## config.mk

```make
export PLATFORM = sky130hd
export DESIGN_NAME = cpu_controller
export DESIGN_NICKNAME = d
export VERILOG_FILES = /design/src/rtl/cpu_controller.sv
export SDC_FILE = /design/constraint.sdc
export NUM_CORES = 1
export LEC_CHECK = 0
export BUFFER_PORTS_ARGS = -buffer_cell sky130_fd_sc_hd__buf_2
export CAP_MARGIN = 20
export CORE_AREA = 2 2 54 51
export CTS_CLUSTER_DIAMETER = 60
export DETAILED_ROUTE_END_ITERATION = 10
export DIE_AREA = 0 0 56 53
export PLACE_DENSITY = 0.81
export SYNTH_ARGS = -nofsm -noshare
export SYNTH_HDL_FRONTEND = slang
export SYNTH_SLANG_ARGS = --single-unit
```

## constraint.sdc

```tcl
create_clock -name clk -period 3.9 [get_ports clk]
set_clock_uncertainty 0.2 [all_clocks]
set_input_delay 0.39 -clock clk [delete_from_list [all_inputs] [get_ports clk]]
set_output_delay 0.39 -clock clk [all_outputs]
set_load 0.01 [all_outputs]
```

## src/rtl/cpu_controller.sv

```systemverilog
// Instruction-sequencing FSM for the simple RISC CPU: fetch/decode/execute,
// LDR/STR with a mem_ready handshake and timeout, conditional branches, sticky error.
module cpu_controller #(
   parameter int MEM_TIMEOUT   = 15,
   parameter int CNT_W         = 4,
   parameter int ENABLE_BRANCH = 1
) (
   input  logic       clk,
   input  logic       reset,
   input  logic [2:0] opcode,
   input  logic [1:0] op,
   input  logic [2:0] cond,
   input  logic       Z,
   input  logic       N,
   input  logic       V,
   input  logic       mem_ready,
   output logic       w,
   output logic       halted,
   output logic       err,
   output logic [2:0] nsel,
   output logic [3:0] vsel,
   output logic       write,
   output logic       loada,
   output logic       loadb,
   output logic       loadc,
   output logic       loads,
   output logic       asel,
   output logic       bsel,
   output logic       load_pc,
   output logic       reset_pc,
   output logic       pc_sel,
   output logic       load_ir,
   output logic       addr_sel,
   output logic       load_addr,
   output logic [1:0] m_cmd
);
   typedef enum logic [4:0] {
      S_RESET, S_IF1, S_IF2, S_UPDATEPC, S_DECODE, S_MOVIMM, S_GETA, S_GETB,
      S_ALU, S_CMP, S_PASSB, S_WB, S_ADDR, S_LDADDR, S_MEMRD, S_LDRWB,
      S_STRGETB, S_STRPASS, S_MEMWR, S_BRANCH, S_HALT, S_ERROR
   } state_t;

   localparam int              TO_M1   = (MEM_TIMEOUT == 0) ? 0 : MEM_TIMEOUT - 1;
   localparam logic [CNT_W-1:0] TO_LAST = CNT_W'(TO_M1);

   state_t           state, next;
   logic [CNT_W-1:0] cnt;
   logic             wait_st, timeout, ldst, taken, bad_cond;

   assign wait_st  = (state == S_IF1) || (state == S_MEMRD) || (state == S_MEMWR);
   assign timeout  = (MEM_TIMEOUT != 0) && wait_st && !mem_ready && (cnt == TO_LAST);
   assign ldst     = (opcode == 3'b011) || (opcode == 3'b100);
   assign bad_cond = (cond > 3'b100);

   always_comb begin
      case (cond)
         3'b000:  taken = 1'b1;
         3'b001:  taken = Z;
         3'b010:  taken = !Z;
         3'b011:  taken = N ^ V;
         3'b100:  taken = (N ^ V) | Z;
         default: taken = 1'b0;
      endcase
   end

   // Counter only runs while stalled in a wait state, so leaving and re-entering clears it.
   always_ff @(posedge clk or posedge reset) begin
      if (reset) begin
         state <= S_RESET;
         cnt   <= '0;
      end else begin
         state <= next;
         cnt   <= (wait_st && !mem_ready) ? cnt + 1'b1 : '0;
      end
   end

   always_comb begin
      next = state;
      w = 1'b0; halted = 1'b0; err = 1'b0; nsel = 3'b000; vsel = 4'b0000;
      write = 1'b0; loada = 1'b0; loadb = 1'b0; loadc = 1'b0; loads = 1'b0;
      asel = 1'b0; bsel = 1'b0; load_pc = 1'b0; reset_pc = 1'b0; pc_sel = 1'b0;
      load_ir = 1'b0; addr_sel = 1'b0; load_addr = 1'b0; m_cmd = 2'b00;
      case (state)
         S_RESET: begin
            reset_pc = 1'b1; load_pc = 1'b1; w = 1'b1; next = S_IF1;
         end
         S_IF1: begin
            w = 1'b1; addr_sel = 1'b1; m_cmd = 2'b01;
            if (timeout)        next = S_ERROR;
            else if (mem_ready) next = S_IF2;
         end
         S_IF2: begin
            w = 1'b1; addr_sel = 1'b1; m_cmd = 2'b01; load_ir = 1'b1; next = S_UPDATEPC;
         end
         S_UPDATEPC: begin
            w = 1'b1; load_pc = 1'b1; next = S_DECODE;
         end
         S_DECODE: begin
            case (opcode)
               3'b110:  next = (op == 2'b10) ? S_MOVIMM : (op == 2'b00) ? S_GETB : S_ERROR;
               3'b101:  next = (op == 2'b11) ? S_GETB : S_GETA;
               3'b011,
               3'b100:  next = S_GETA;
               3'b111:  next = S_HALT;
               3'b001:  next = (ENABLE_BRANCH != 0) ? S_BRANCH : S_ERROR;
               default: next = S_ERROR;
            endcase
         end
         S_MOVIMM: begin
            write = 1'b1; vsel = 4'b0010; nsel = 3'b100; next = S_IF1;
         end
         S_GETA: begin
            loada = 1'b1; nsel = 3'b100; next = ldst ? S_ADDR : S_GETB;
         end
         S_GETB: begin
            loadb = 1'b1; nsel = 3'b001;
            if (opcode == 3'b101 && op == 2'b01)                    next = S_CMP;
            else if (opcode == 3'b101 && (op == 2'b00 || op == 2'b10)) next = S_ALU;
            else                                                      next = S_PASSB;
         end
         S_ALU:   begin loadc = 1'b1; next = S_WB; end
         S_CMP:   begin loads = 1'b1; next = S_IF1; end
         S_PASSB: begin asel = 1'b1; loadc = 1'b1; next = S_WB; end
         S_WB: begin
            write = 1'b1; vsel = 4'b0001; nsel = 3'b010; next = S_IF1;
         end
         S_ADDR:   begin bsel = 1'b1; loadc = 1'b1; next = S_LDADDR; end
         S_LDADDR: begin
            load_addr = 1'b1; next = (opcode == 3'b011) ? S_MEMRD : S_STRGETB;
         end
         S_MEMRD: begin
            m_cmd = 2'b01;
            if (timeout)        next = S_ERROR;
            else if (mem_ready) next = S_LDRWB;
         end
         S_LDRWB: begin
            m_cmd = 2'b01; write = 1'b1; vsel = 4'b1000; nsel = 3'b010; next = S_IF1;
         end
         S_STRGETB: begin loadb = 1'b1; nsel = 3'b010; next = S_STRPASS; end
         S_STRPASS: begin asel = 1'b1; loadc = 1'b1; next = S_MEMWR; end
         S_MEMWR: begin
            m_cmd = 2'b10;
            if (timeout)        next = S_ERROR;
            else if (mem_ready) next = S_IF1;
         end
         // Only state whose outputs look at inputs: the PC load follows the flags.
         S_BRANCH: begin
            if (bad_cond) next = S_ERROR;
            else begin
               load_pc = taken; pc_sel = taken; next = S_IF1;
            end
         end
         S_HALT:  halted = 1'b1;
         S_ERROR: err = 1'b1;
         default: next = S_ERROR;
      endcase
   end
endmodule

```

==> results by group <==
Critical path
  – Critical path type: flop to output pin
  – Critical Path AT: roughly 2.2 ns
  – CP Data Required Time: approximately 3.3 ns
  – Setup crit start kind: flop
  – CP endpoint kind: output pin
  – CP Max Fanout: 22

Global routing
  – Met3 Resource Use GR: under 10%
  – Overall Global Routing Usage: a little over a fifth
  – Met1 Usage GRT: between 30% and 40%
  – Vias in the first global route: 1152
  – Initial antenna violation count: 0
  – Gr ovfl total: 0
  – GRT busiest layer: met2
  – First-pass GRT wire length: slightly above 5000 µm
  – Pin count of the biggest net entering global routing: 29
  – Met2 usage: about a third

Route
  – Number of remaining DRC errors: 0
  – Post-route antenna net violation count: 0
  – TritonRoute pass-1 iters: 4
  – Vias per Instance: a little under 6
  – Via count: between 1000 and 1500
  – DRT Wirelength: ~3100 µm
  – Drt first-iter violations: 95
  – Avg WL per Cell: between 10 and 15 µm

STA
  – Slew @ Worst Pin: about 0.77 ns
  – Fmax: 359.1 MHz
  – Final WS setup: ~1.1 ns
  – Rel. slew slack: about half
  – Fin Setup TNS: 0 ns
  – Slew Limit Fails: 0
  – Tmin final: between 2 and 3 ns
  – Endpoints failing hold: 0
  – Final setup viols: 0
  – Final Cycle Share: a little under three quarters
  – RSZ-0062 raised after global routing: no

Clock tree
  – Worst-path clk slew: about 0.06 ns
  – Clock Latency Late Sink: about 0.25 ns
  – Root buffer cell: clkbuf_4
  – Longest Clk Path Bufs: 2
  – CTS tree: yes
  – Post-CTS Resized: 0
  – TritonCTS Buffers: 3
  – Clock Sinks: 9
  – H-Tree Level Count: 1

Floorplan
  – Die ar.: slightly below 3000 µm²
  – Chip Width: approximately 56 µm
  – Cell Rows: 17
  – Core footprint: 2382 µm²
  – IO Count: 39
  – Initial core utilization: 52.15%
  – Height of the die: 53 µm

Synth
  – Ys flop type: dfrtp_1
  – Asr flop ratio synth: 100.0%
  – Seq/Total Area, Yosys: a little under a fifth
  – Synth top area share: 18.13%
  – Top post-synthesis cells by area: dfrtp_1, nor2_1, a21oi_1, nor3_1, nand2_1
  – Syn Nets: just over 200
  – Synth area leader: dfrtp_1
  – Post-synthesis cell type count: approximately 50
  – Mapped Cells: roughly 190
  – Synth warn: 0
  – Synth Area per Inst: approximately 6.6 µm²
  – Cell Area, Synth: roughly 1200 µm²
  – Yosys reg bits: 9
  – Number of flops mapped to enable cells by yosys: 0
  – Count leader, synth: nor2_1
  – Synth cell count leaders: nor2_1, nand2_1, a21oi_1

Final layout
  – Nets: between 200 and 250
  – Final core occ: approximately three fifths
  – Fillers: about 240
  – Area occupied by registers: roughly 230 µm²
  – Area Growth Syn to Fin: 14.00%
  – Area of the multi-input gates: ~910 µm²
  – Share of post-route cells with drive strength above 1: around 22%
  – Ant. Diodes: 0
  – Finished Cell Area: between 1000 and 1500 µm²

Outcome
  – Status: finished, final reports clean

Pwr
  – Leak pwr: between 0.0006 and 0.0007 µW
  – Pwr Density: 547.5 nW/µm²
  – Worst IR Drop VDD: between 0.0004 and 0.0005 V

Placement
  – Placed cell areas: ~1400 µm²
  – Hpwl dp: about 2400 µm
  – Placer Congestion: between 0.8 and 0.9
  – DP Worst Slack: between 1 and 1.5 ns
  – Count of input and output buffers: 37

Hold path
  – Worst min-delay path category: flop to flop

Job
  – Max Cap Viol: 0
[cell usage in the layout, fill, tap and decap left out, types with 2 or more instances in the layout]
cell,n
o21bai_1,2
ha_1,2
a21oi_1,15
clkbuf_4,3
nor2_1,25
nor3_1,12
nand2b_1,7
nand3_1,8
nor2b_1,6
or3_1,3
a22oi_1,2
or2_2,2
dfrtp_1,9
nand3b_1,3
o211ai_1,4
nand2_1,16
nor3b_1,3
nand4b_1,2
a31oi_1,6
o21ai_0,11
buf_2,37
and2_1,2
inv_1,7
xor2_1,2
[what timing repair did]
action | in CTS | in global routing
hold buffers | 1 | 0
hold endpoints to repair | 9 | 0
setup buffers | 0 | 0
[final timing paths]
path / startpoint / end / slack (ns) / cells past startpoint
setup reg to reg: state[2] / state[0] / 1.66 / 5
hold / removal: cnt[0] / cnt[0] / 0.29 / 1
max in group asynchronous: reset / cnt[1] / 2.83 / 3
min in group asynchronous: reset / state[2] / 0.43 / 3
hold reg to reg: cnt[0] / cnt[0] / 0.29 / 1
setup / recovery: state[4] / load_pc / 1.12 / 4
[through the flow]
step	power [µW]	hold slack (ns)	std cells
2_1_floorplan	580.3	0.01792	187
3_3_place_gp	693.4	0.1565	237
3_5_place_dp	699.7	0.1558	237
4_1_cts	772.5	0.2898	242
5_1_grt	854.5	0.3042	242
6_report	775.5	0.2859	242
[kinds of logic after synthesis]
group | share of synthesized area [%]
other cells | 0.3018
buf+inv | 8.761
xor+xnor | 2.115
simple gates | 41.09
flops | 18.13
compound gates | 27.59
fa+ha+maj | 2.014
[final cells by class]
cell class                 count  area share, %
timing repair buffer          38          13.78
multi-input combinational    156          64.13
tap                           28          2.473
inverter                       7          1.855
sequential                     9          15.90
clock buffer                   4          1.855
[worst max-delay path: stages (launching register included)]
cell	delay [ns]
dfrtp_1	0.71
nor3b_1	0.71
o211a_1	0.27
o21bai_1	0.10
buf_2	0.14
[registers in the layout, summed over array words and instances (netlist names)]
register and cells:
state 5, cnt 4
[power by group]
part / switching (µW) / internal, µW
clock network: 29.1 / 39.2
registers: 109 / 114
logic: 282 / 202
[metal layers]
metal	up-vias	share of wire, %
met5	-	0
met4	0	0.51
met3	2	6.2
met2	55	44
met1	617	49
li1	723	-
(Power assumes the default switching activity.)
